==> config.mk <==
export PLATFORM = sky130hd
export DESIGN_NAME = wb_mtimer
export DESIGN_NICKNAME = d
export VERILOG_FILES = /design/src/rtl/wb_mtimer.sv
export SDC_FILE = /design/constraint.sdc
export NUM_CORES = 1
export LEC_CHECK = 0
export CAP_MARGIN = 20
export CORE_UTILIZATION = 30
export DETAILED_ROUTE_END_ITERATION = 10
export HOLD_SLACK_MARGIN = 0.12
export MAX_ROUTING_LAYER = met4
export SYNTH_ARGS = -nofsm -noshare
export SYNTH_HDL_FRONTEND = slang
export SYNTH_SLANG_ARGS = --single-unit
export TNS_END_PERCENT = 5
==> constraint.sdc <==
create_clock -name i_clk -period 15.25 [get_ports i_clk]
set_input_delay 4.575 -clock i_clk [delete_from_list [all_inputs] [get_ports i_clk]]
set_output_delay 4.575 -clock i_clk [all_outputs]
set_load 0.02 [all_outputs]
==> src/rtl/wb_mtimer.sv <==
`default_nettype none
// ============================================================================
// Module   : wb_mtimer
// Purpose  : Wishbone machine timer with a 64-bit mtime counter, mtimecmp,
//            a coherent LO/HI read shadow and a level interrupt.
//            Optional prescaler enabled by defining WB_MTIMER_PRESCALER_EN.
// Revision : 1.0 - initial release
// ============================================================================
module wb_mtimer #(
    parameter int PRESCALE_WIDTH = 16
) (
    input  logic        i_clk,
    input  logic        i_reset,
    input  logic        i_dev_sel,
    input  logic [9:0]  i_wb_adr,
    input  logic [31:0] i_wb_dat,
    output logic [31:0] o_wb_dat,
    input  logic        i_wb_we,
    input  logic [3:0]  i_wb_sel,
    input  logic        i_wb_cyc,
    output logic        o_wb_ack,
    output logic        o_irq
);

    localparam logic [9:0] c_adr_mtime_lo = 10'h000;
    localparam logic [9:0] c_adr_mtime_hi = 10'h001;
    localparam logic [9:0] c_adr_cmp_lo   = 10'h002;
    localparam logic [9:0] c_adr_cmp_hi   = 10'h003;
    localparam logic [9:0] c_adr_ctrl     = 10'h004;
    localparam logic [9:0] c_adr_prescale = 10'h005;

    logic [63:0] r_mtime;
    logic [63:0] r_mtimecmp;
    logic [31:0] r_shadow;
    logic        r_en;
    logic        r_ie;
    logic        r_ack;
    logic [31:0] r_dat;
    logic        r_irq;

    logic        w_accept;
    logic        w_wr;
    logic        w_rd;
    logic        w_tick;
    logic [31:0] w_rdata;
    logic [31:0] w_prescale_rd;

    // Register read paths assume the divisor fits one bus word.
    if (PRESCALE_WIDTH < 1 || PRESCALE_WIDTH > 32) begin : g_prescale_width_invalid
    end

    function automatic logic [31:0] f_merge(input logic [31:0] old_val,
                                            input logic [31:0] new_val,
                                            input logic [3:0]  sel);
        logic [31:0] result;
        result = old_val;
        for (int b = 0; b < 4; b++) begin
            if (sel[b]) result[8*b +: 8] = new_val[8*b +: 8];
        end
        return result;
    endfunction

    assign w_accept = i_dev_sel & i_wb_cyc & ~r_ack;
    assign w_wr     = w_accept & i_wb_we;
    assign w_rd     = w_accept & ~i_wb_we;

`ifdef WB_MTIMER_PRESCALER_EN
    logic [PRESCALE_WIDTH-1:0] r_prescale;
    logic [PRESCALE_WIDTH-1:0] r_pcnt;
    logic                      w_prescale_wr;

    assign w_prescale_wr = w_wr & (i_wb_adr == c_adr_prescale);
    assign w_tick        = r_en & (r_pcnt == r_prescale);
    assign w_prescale_rd = 32'(r_prescale);

    always_ff @(posedge i_clk or posedge i_reset) begin
        if (i_reset) begin
            r_prescale <= '0;
            r_pcnt     <= '0;
        end else begin
            if (w_prescale_wr) begin
                for (int i = 0; i < PRESCALE_WIDTH; i++) begin
                    if (i_wb_sel[i/8]) r_prescale[i] <= i_wb_dat[i];
                end
            end
            // Counter restarts on reprogramming, while disabled, and after each tick.
            if (w_prescale_wr || !r_en || w_tick) r_pcnt <= '0;
            else                                  r_pcnt <= r_pcnt + 1'b1;
        end
    end
`else
    assign w_tick        = r_en;
    assign w_prescale_rd = '0;
`endif

    always_comb begin
        w_rdata = '0;
        case (i_wb_adr)
            c_adr_mtime_lo: w_rdata = r_mtime[31:0];
            c_adr_mtime_hi: w_rdata = r_shadow;
            c_adr_cmp_lo:   w_rdata = r_mtimecmp[31:0];
            c_adr_cmp_hi:   w_rdata = r_mtimecmp[63:32];
            c_adr_ctrl:     w_rdata = {30'b0, r_ie, r_en};
            c_adr_prescale: w_rdata = w_prescale_rd;
            default:        w_rdata = '0;
        endcase
    end

    always_ff @(posedge i_clk or posedge i_reset) begin
        if (i_reset) begin
            r_mtime    <= '0;
            r_mtimecmp <= '1;
            r_shadow   <= '0;
            r_en       <= 1'b0;
            r_ie       <= 1'b0;
            r_ack      <= 1'b0;
            r_dat      <= '0;
            r_irq      <= 1'b0;
        end else begin
            r_ack <= w_accept;
            r_dat <= w_rd ? w_rdata : '0;
            r_irq <= r_ie & (r_mtime >= r_mtimecmp);

            if (w_rd && (i_wb_adr == c_adr_mtime_lo)) r_shadow <= r_mtime[63:32];

            // A bus write to either half wins over the tick in the same cycle.
            if (w_wr && (i_wb_adr == c_adr_mtime_lo))
                r_mtime <= {r_mtime[63:32], f_merge(r_mtime[31:0], i_wb_dat, i_wb_sel)};
            else if (w_wr && (i_wb_adr == c_adr_mtime_hi))
                r_mtime <= {f_merge(r_mtime[63:32], i_wb_dat, i_wb_sel), r_mtime[31:0]};
            else if (w_tick)
                r_mtime <= r_mtime + 64'd1;

            if (w_wr && (i_wb_adr == c_adr_cmp_lo))
                r_mtimecmp[31:0] <= f_merge(r_mtimecmp[31:0], i_wb_dat, i_wb_sel);
            if (w_wr && (i_wb_adr == c_adr_cmp_hi))
                r_mtimecmp[63:32] <= f_merge(r_mtimecmp[63:32], i_wb_dat, i_wb_sel);

            if (w_wr && (i_wb_adr == c_adr_ctrl) && i_wb_sel[0]) begin
                r_en <= i_wb_dat[0];
                r_ie <= i_wb_dat[1];
            end
        end
    end

    assign o_wb_ack = r_ack;
    assign o_wb_dat = r_dat;
    assign o_irq    = r_irq;

endmodule
`default_nettype wire
==> metrics <==
antenna violations before repair=1; hold wc startpoint=r_shadow[19]$_DFFE_PP0P_; max incr delay on CP=880 ps; Worst EP required=15,620 ps; post-synth top area share=28.61%; Reg2Reg Depth=7; Max Fclk=0.1237 GHz; CTS Hold Bufs=0; Sink Count=196; flops & latches, synth=196; final wirelength=36.22 mm; worst r2r src=r_mtime[1]$_DFFE_PP0P_; vias per cell=5.505; Clock transition at path regs=80 ps; nets=1,371; Syn Inst Count=1,202; worst hold stages=2; worst min-delay path category=reg2reg; initial core utilization=30.58%; library cells used by synthesis=75; 1st-iter DRT viols=875; Avg Inst Size Synth=9.607 µm²; power density over the cells=77.50 mW/mm²; status=completed; filler instances=3,834; Root Driver=clkbuf_16; dominant cell by count in the synthesized netlist=dfrtp_1; Area Growth Syn to Fin=16.24%; crit end category=flop; worst-path cell chain=buf_2 > buf_4 > inv_1 > nor2_1 > and3_2 > and2_0 > nand2_1 > mux2_2; Max-Cap Viols=0; worst-path fanout max=37; clk_lat worst skew=460 ps; ANT cells=0; Peak VDD IR=0.08132 mV; Tmin final=8083 ps; RSZ-0062 raised after global routing=false; largest net degree at the start of global routing=122; Pre-Repair DR Iteration Count=6; worst-path cell with the longest stage delay=and3_2; FF-to-FF End=r_mtime[58]$_DFFE_PP0P_; met3 usage=3.185%; Antenna Nets Post-Route=0; final setup TNS=0 ps; Slew Viols, Final=0; setup bufs post-CTS=0; total track usage=19.66%; Fin Clk Skew=14.08 ps; post-synth top area cell=dfrtp_1; cts repair resizes=0; Rel. slew slack=32.05%; final worst-path cycle share=53.01%; Syn Nets=1,318; residual DRC count=0; hpwl dp=25.97 mm; Critical Path AT=8460 ps; WHS=494.1 ps; vias in the first global route=9,709; routed wire length per instance=20.36 µm; GRT met1 Usage=25.82%; Async SR Flop Fraction=100.0%; via count=9,793; GRT overflow=0; Synth Flop Type=dfrtp_1; Syn. warnings=0; PortBufs=84; crit path launch=i_wb_adr[0]; Worst setup SP type=input port; Lkg Pwr=5.573 nW; setup slack, reg-to-reg=12,110 ps; CTS tree=done; cell row count=71; top post-synthesis cells by area=dfrtp_1 (29%), dfstp_2 (15%), mux2_2 (7.9%); worst setup path end=r_mtimecmp[47]$_DFFE_PP1P_; share of layout cells above drive strength 1=16.48%; final RePlAce weighted congestion=0.8863; grt met2 use=30.96%; Final Hold Fails=0; Netlist Area Pre-Place=0.01155 mm²; register area share after synthesis=43.17%; # IOs=85; WP buf/inv=3; Worst Tran Pin Value=1019 ps; Overall Power=0.001040 W; CP delay by family, top=simple AND/OR/NAND/NOR gates; kind of critical path=in2reg; grt peak-use layer=met2; first-pass GRT wire length=57.17 mm; Die W=198.2 µm; final setup vio count=0; CTS buffer count=17; WP depth=8; Max Root-Sink Buffers=2; Post-synth EDFFs=0; CTS H-tree depth=4; core area=0.03776 mm²; Die Ht=198.2 µm; top cells by instance count after synthesis=dfrtp_1 (132), nor2_1 (119), nand2_1 (89); Die Area=0.03928 mm²
-- logic make-up after synthesis --
family	share of synthesized area, %
simple gates	17.07
compound gates	17.09
flops	43.17
buf+inv	5.136
mux	10.50
fa+ha+maj	7.043
-- state kept, by name, summed over array words and instances, names as in the netlist --
signal and cells:
r_mtime 64, r_mtimecmp 64, o_wb_dat 32, r_shadow 32, o_irq 1, o_wb_ack 1
r_en 1, r_ie 1
-- placed cells by master, fill, tap and decap left out, types with 4 or more instances in the layout --
| cell type | synthesis | layout |
|---|---|---|
| clkbuf_16 | 0 | 18 |
| mux2_2 | 81 | 81 |
| nor4_1 | 10 | 10 |
| a211oi_1 | 9 | 9 |
| buf_4 | 1 | 10 |
| and4_1 | 13 | 13 |
| a32oi_1 | 8 | 8 |
| a41oi_1 | 4 | 4 |
| dfrtp_1 | 132 | 132 |
| o21ai_1 | 5 | 5 |
| o211ai_1 | 8 | 8 |
| nand4_1 | 20 | 20 |
| nor3_1 | 25 | 25 |
| and3_1 | 24 | 23 |
| a21o_1 | 6 | 6 |
| o22a_1 | 4 | 4 |
| nand3_1 | 42 | 42 |
| mux2i_1 | 30 | 30 |
| o22ai_1 | 7 | 7 |
| ha_1 | 65 | 65 |
| o21ai_0 | 83 | 83 |
| nand2_1 | 89 | 89 |
| a211o_1 | 4 | 4 |
| inv_1 | 78 | 77 |
| a221oi_1 | 29 | 29 |
| clkinv_4 | 0 | 4 |
| a21oi_1 | 80 | 80 |
| a222oi_1 | 5 | 5 |
| nor2b_1 | 5 | 5 |
| dfstp_2 | 64 | 64 |
| or4_1 | 4 | 4 |
| and2_1 | 7 | 7 |
| or3_1 | 6 | 6 |
| a31oi_1 | 20 | 20 |
| clkdlybuf4s50_1 | 0 | 83 |
| nor2_1 | 119 | 119 |
| inv_6 | 0 | 6 |
-- report_power, final --
group | total, W | internal, W | switching, W
Combinational | 0.0000481 | 0.0000167 | 0.0000314
Clock | 0.000469 | 0.000241 | 0.000228
Sequential | 0.000523 | 0.000522 | 0.00000126
-- routing by layer --
layer  wire [µm]  share of wire, %
met1       16410                45
met2       17050                47
met3        1958               5.4
met4         794               2.2
met5           0                 0
-- cell type report --
cell class	instances	area, µm²	area share, %
Clock buffer	19	454.2	3.384
Clock inverter	13	135.1	1.007
Inverter	78	300.3	2.237
Multi-Input combinational cell	867	5971	44.48
Sequential cell	196	4985	37.14
Tap cell	511	639.4	4.763
Timing Repair Buffer	95	938.4	6.991
-- worst register-to-register path, delay by kind of cell (launching register included) --
| family | cells | cell delay [ps] |
|---|---|---|
| simple gates | 5 | 2020 |
| compound gates | 1 | 270 |
| flops | 1 | 470 |
| fa+ha+maj | 1 | 260 |
-- worst min-delay path by stage --
stage / to / slack [ps]
finish: r_shadow[19]$_DFFE_PP0P_ / 490
global route: r_shadow[19]$_DFFE_PP0P_ / 520
CTS: r_shadow[19]$_DFFE_PP0P_ / 490
detailed placement: r_shadow[19]$_DFFE_PP0P_ / 470
global placement: r_shadow[26]$_DFFE_PP0P_ / 470
floorplan: r_shadow[19]$_DFFE_PP0P_ / 450
-- metrics by stage --
step           util (%)  std cells  instance area (µm²)  setup WS, ps
2_1_floorplan         -       1202                11550          5440
3_3_place_gp      33.92       1746                12810          6963
3_5_place_dp      33.92       1746                12810          6786
4_1_cts           35.48       1778                13400          7274
5_1_grt           35.55       1779                13420          7013
6_report          35.55       1779                13420          7167
Power figures use the tool's default switching activity.
==> edit 1: new RTL, same flow settings <==
`r_dat` no longer has a reset.
--- a/src/rtl/wb_mtimer.sv
+++ b/src/rtl/wb_mtimer.sv
@@ -114,11 +114,9 @@
             r_en       <= 1'b0;
             r_ie       <= 1'b0;
             r_ack      <= 1'b0;
-            r_dat      <= '0;
             r_irq      <= 1'b0;
         end else begin
             r_ack <= w_accept;
-            r_dat <= w_rd ? w_rdata : '0;
             r_irq <= r_ie & (r_mtime >= r_mtimecmp);
 
             if (w_rd && (i_wb_adr == c_adr_mtime_lo)) r_shadow <= r_mtime[63:32];
@@ -143,6 +141,10 @@
         end
     end
 
+    always_ff @(posedge i_clk) begin
+        r_dat <= w_rd ? w_rdata : '0;
+    end
+
     assign o_wb_ack = r_ack;
     assign o_wb_dat = r_dat;
     assign o_irq    = r_irq;
Behaviour: not the same (Yosys sat finds a counterexample within 4 cycles, from zero or initial values and one cycle with i_reset high).
==> edit 1 against the unedited design <==
- count of clock-buffer cells in the layout is 1 higher
- die area is 0.21% higher
- worst setup slack better by 0.91 ns
- core utilization hardly changed
- final cell count is 0.39% lower
- wire length is 4.1% lower
- critical path depth is 2 lower
- sequential cell count stayed put
- final area is 0.15% higher
- total power is 1.7% lower
- synthesized area is 0.21% higher
- global-route usage is 0.90 points lower
- sequential share of layout area is 1.2 points lower
==> edit 1: results <==
[status]
status = "finished clean"

[synth]
synth_seq_area_share_pct = 41.7
syn_nets = 1313
avgSynthCellArea_um2 = 9.67
ys_top_cells_by_area = "dfrtp_1, dfstp_2, mux2_2"
synthArstFlopShare_pct = 83.7
yosys_warnings = 0
synth_flop_cell = "dfrtp_1"
synth_common_cells = "a21oi_1, dfrtp_1, mux2_2"
synth_cell_type_count = 71

[worst_setup_path]
reg2regPathDepth = 6
worstSetupEndpointType = "flip-flop"
r2r_end = "r_mtime[59]$_DFFE_PP0P_"
r2r_start = "r_mtime[10]$_DFFE_PP0P_"
regToRegSetupSlack_ns = 12.01
path_max_fanout = 15

[route]
drt_iter0_drc = 756
wl_per_cell_um = 19.6
drtAntennaViolNets = 0
avgViaCountPerCell = 5.43
via_count = 9628
drtPass1Iterations = 6

[min_path]
hold_path_class = "flip-flop to flip-flop"
hold_end = "r_shadow[2]$_DFFE_PP0P_"
min_path_cells = 2
hold_path.startpoint = "r_shadow[2]$_DFFE_PP0P_"

[clock_network]
cts_root_buf = "clkbuf_16"
cts-resized-gates = 0
clk_pin_slew_worst_paths_ns = 0.08
post_cts_buffers = 0
htree_levels = 4
clk_latency_ns = 0.46
cts_buffer_depth = 2
cts_buffers = 17

[global_routing]
track_usage_pct = 18.8
antenna_found_initial = 1
grt_max_degree = 90
grt_pass1_wl_um = 55000
grt_pass1_vias = 9447

[sta]
fin_worst_skew_ns = 0.0194
worstMarginPinSlew_ns = 0.984
hold_ws_ns = 0.492

[cells_and_area]
num-fill-cells = 3882
nets = 1363
reg_top3 = "r_mtime: 64 flops, r_mtimecmp: 64 flops"
layout-drive-gt1-share_pct = 17.1

[power]
power_leakage_nw = 5.52
peakVddDrop_uv = 61.1

[place]
gp_congestion = 0.862
portBuffers = 84
dpl.hpwl_um = 24100
placedCellCount = 1739
pre_cts_slack_ns = 7.63
edit 1: power by group:
| part | switching [mW] | internal [mW] | leakage [nW] |
|---|---|---|---|
| combinational | 0.0297 | 0.0187 | 2.96 |
| clock | 0.225 | 0.228 | 0.282 |
| sequential | 0.00100 | 0.520 | 2.28 |
edit 1: kinds of logic (layout without fill, tap and decap cells):
family / Yosys count / after routing / synth area share, %
AOI/OAI and AO/OA: 341 / 341 / 18.7
adders and majority gates: 65 / 65 / 7.03
buffers and inverters: 140 / 203 / 4.96
DFF: 196 / 196 / 41.7
muxes: 155 / 155 / 14.3
other: 0 / 1 / 0
and+or+nand+nor: 300 / 300 / 13.3
edit 1: area by class of cell:
class	count	area (um2)	area share, %
inverters	76	290	2.16
repair buffers	95	921	6.85
well taps	511	639	4.76
diodes	1	2.50	0.0186
clock buffers	20	467	3.47
clock inverters	12	109	0.810
multi-input cells	861	6190	46.0
flip-flops and latches	196	4820	35.9
edit 1: worst max path at each step:
stage / startpoint / to / slack [ns]
after global routing: i_wb_adr[6] / r_mtime[9]$_DFFE_PP0P_ / 7.97
final: i_wb_adr[6] / r_mtime[9]$_DFFE_PP0P_ / 8.08
after floorplan: i_reset / o_irq$_DFF_PP0_ / 6.35
after global placement: i_wb_adr[6] / r_mtime[9]$_DFFE_PP0P_ / 7.70
after CTS: i_wb_adr[6] / r_mtime[9]$_DFFE_PP0P_ / 8.10
after detailed placement: i_wb_adr[6] / r_mtime[9]$_DFFE_PP0P_ / 7.63
edit 1: metrics by stage:
| step | util (%) | cell area [um2] | power [mW] |
|---|---|---|---|
| 6_report | 35.5 | 13400 | 1.02 |
| 3_5_place_dp | 34.0 | 12900 | 0.580 |
| 3_3_place_gp | 34.0 | 12900 | 0.580 |
| 5_1_grt | 35.5 | 13400 | 1.06 |
| 4_1_cts | 35.5 | 13400 | 1.03 |
| 2_1_floorplan | - | 11600 | 0.552 |
edit 1: worst max-delay path, stage by stage:
cell	delay, ns
clkdlybuf4s50_1	0.42
or4_4	0.58
o41a_1	0.76
a21oi_1	0.83
nor2_1	0.12
o22a_1	0.22
edit 1: routing by layer:
layer / track usage [%] / wire (um) / vias to the layer above
li1: - / - / 4542
met2: 28.4 / 15700 / 319
met1: 26.0 / 16500 / 4721
met5: - / 0 / -
met4: 5.25 / 640 / 0
met3: 2.63 / 1920 / 46
==> edit 2: new RTL, same settings <==
Without the edit above. The option `WB_MTIMER_PRESCALER_EN` is turned on by a define.
--- a/src/rtl/wb_mtimer.sv
+++ b/src/rtl/wb_mtimer.sv
@@ -6,6 +6,8 @@
 //            Optional prescaler enabled by defining WB_MTIMER_PRESCALER_EN.
 // Revision : 1.0 - initial release
 // ============================================================================
+`define WB_MTIMER_PRESCALER_EN
+
 module wb_mtimer #(
     parameter int PRESCALE_WIDTH = 16
 ) (
Function: changed (a bounded check fails within 4 cycles, from zero or initial values and one cycle with i_reset high).
==> edit 2 against the unedited design <==
- synthesized area increased by 18%
- wire length increased by 25%
- total power is 26% higher
- global-route usage is 0.29 points higher
- worst setup slack better by 0.68 ns
- sequential cell count increased by 32
- via count grew 19%
- largest cell class unchanged
- final area grew 19%
- synthesized cell count increased by 16%
==> edit 2: results <==
[global_routing]
antenna_found_initial = 0
grt_pass1_wl_um = 69700
grt_max_degree = 111
grt_pass1_vias = 11469
grt_util_met3_pct = 2.86

[synth]
synth_common_cells = "dfrtp_1, mux2_2, nand2_1"
synthAdderAreaFrac_pct = 6.06
synth_cell_type_count = 74
synthCells = 1393
syn_nets = 1510

[status]
status = "finished clean"

[route]
wl_met2_um = 21400
avgViaCountPerCell = 5.65

[place]
gp_congestion = 0.912
dpl.hpwl_um = 32500
placedCellCount = 2018

[cells_and_area]
nNonClkBuffers = 101
inv_count = 83
layout-drive-gt1-share_pct = 18.0
final-nonclk-buf-share_pct = 6.05
sh_seq_area_pct = 36.2
num-fill-cells = 4489
multi_input_cells = 1014
clkCellAreaFrac_pct = 5.52

[worst_setup_path]
r2r_start = "o_wb_ack$_DFF_PP0_"
reg2regPathDepth = 6
cp-endpoint = "r_mtime[16]$_DFFE_PP0P_"
path_max_fanout = 43
cp-startpoint = "i_wb_adr[2]"
regToRegSetupSlack_ns = 12.03
r2r_end = "r_mtime[16]$_DFFE_PP0P_"

[min_path]
min_path_cells = 1
hold_path.startpoint = "o_wb_ack$_DFF_PP0_"

[floorplanning]
num_rows = 77

[clock_network]
cts_buffer_depth = 3
htree_levels = 1
numClockSinks = 228
cts_buffers = 27
clk_latency_ns = 0.56

[power]
power_leakage_nw = 6.40
-- edit 2: logic make-up (layout without fill, tap and decap cells) --
logic type,after synthesis,count (layout)
DFF,228,228
buffers and inverters,151,234
and+or+nand+nor,417,417
xor gates and xnor gates,30,30
AOI/OAI and AO/OA,339,339
adders and majority gates,66,66
muxes,162,162
-- edit 2: through the flow --
stage	utilization (%)	hold WS, ns	setup slack [ns]
floorplan	-	0.450	4.53
global placement	33.9	0.464	7.42
detailed placement	33.9	0.471	7.36
CTS	35.9	0.482	7.93
global route	35.9	0.509	7.61
finish	35.9	0.477	7.85
-- edit 2: worst max-delay path, cell delays in order --
cell and delay (ns):
clkdlybuf4s50_1 0.89, inv_2 0.13, nand3_1 0.10, buf_4 0.35, nor3_2 0.14, buf_4 0.37, a32oi_1 0.91, o21ai_0 0.25
o21ai_0 0.13
-- edit 2: power by group --
| group | switching (mW) | internal [mW] |
|---|---|---|
| logic | 0.0367 | 0.0189 |
| registers | 0.00113 | 0.607 |
| clock network | 0.266 | 0.384 |
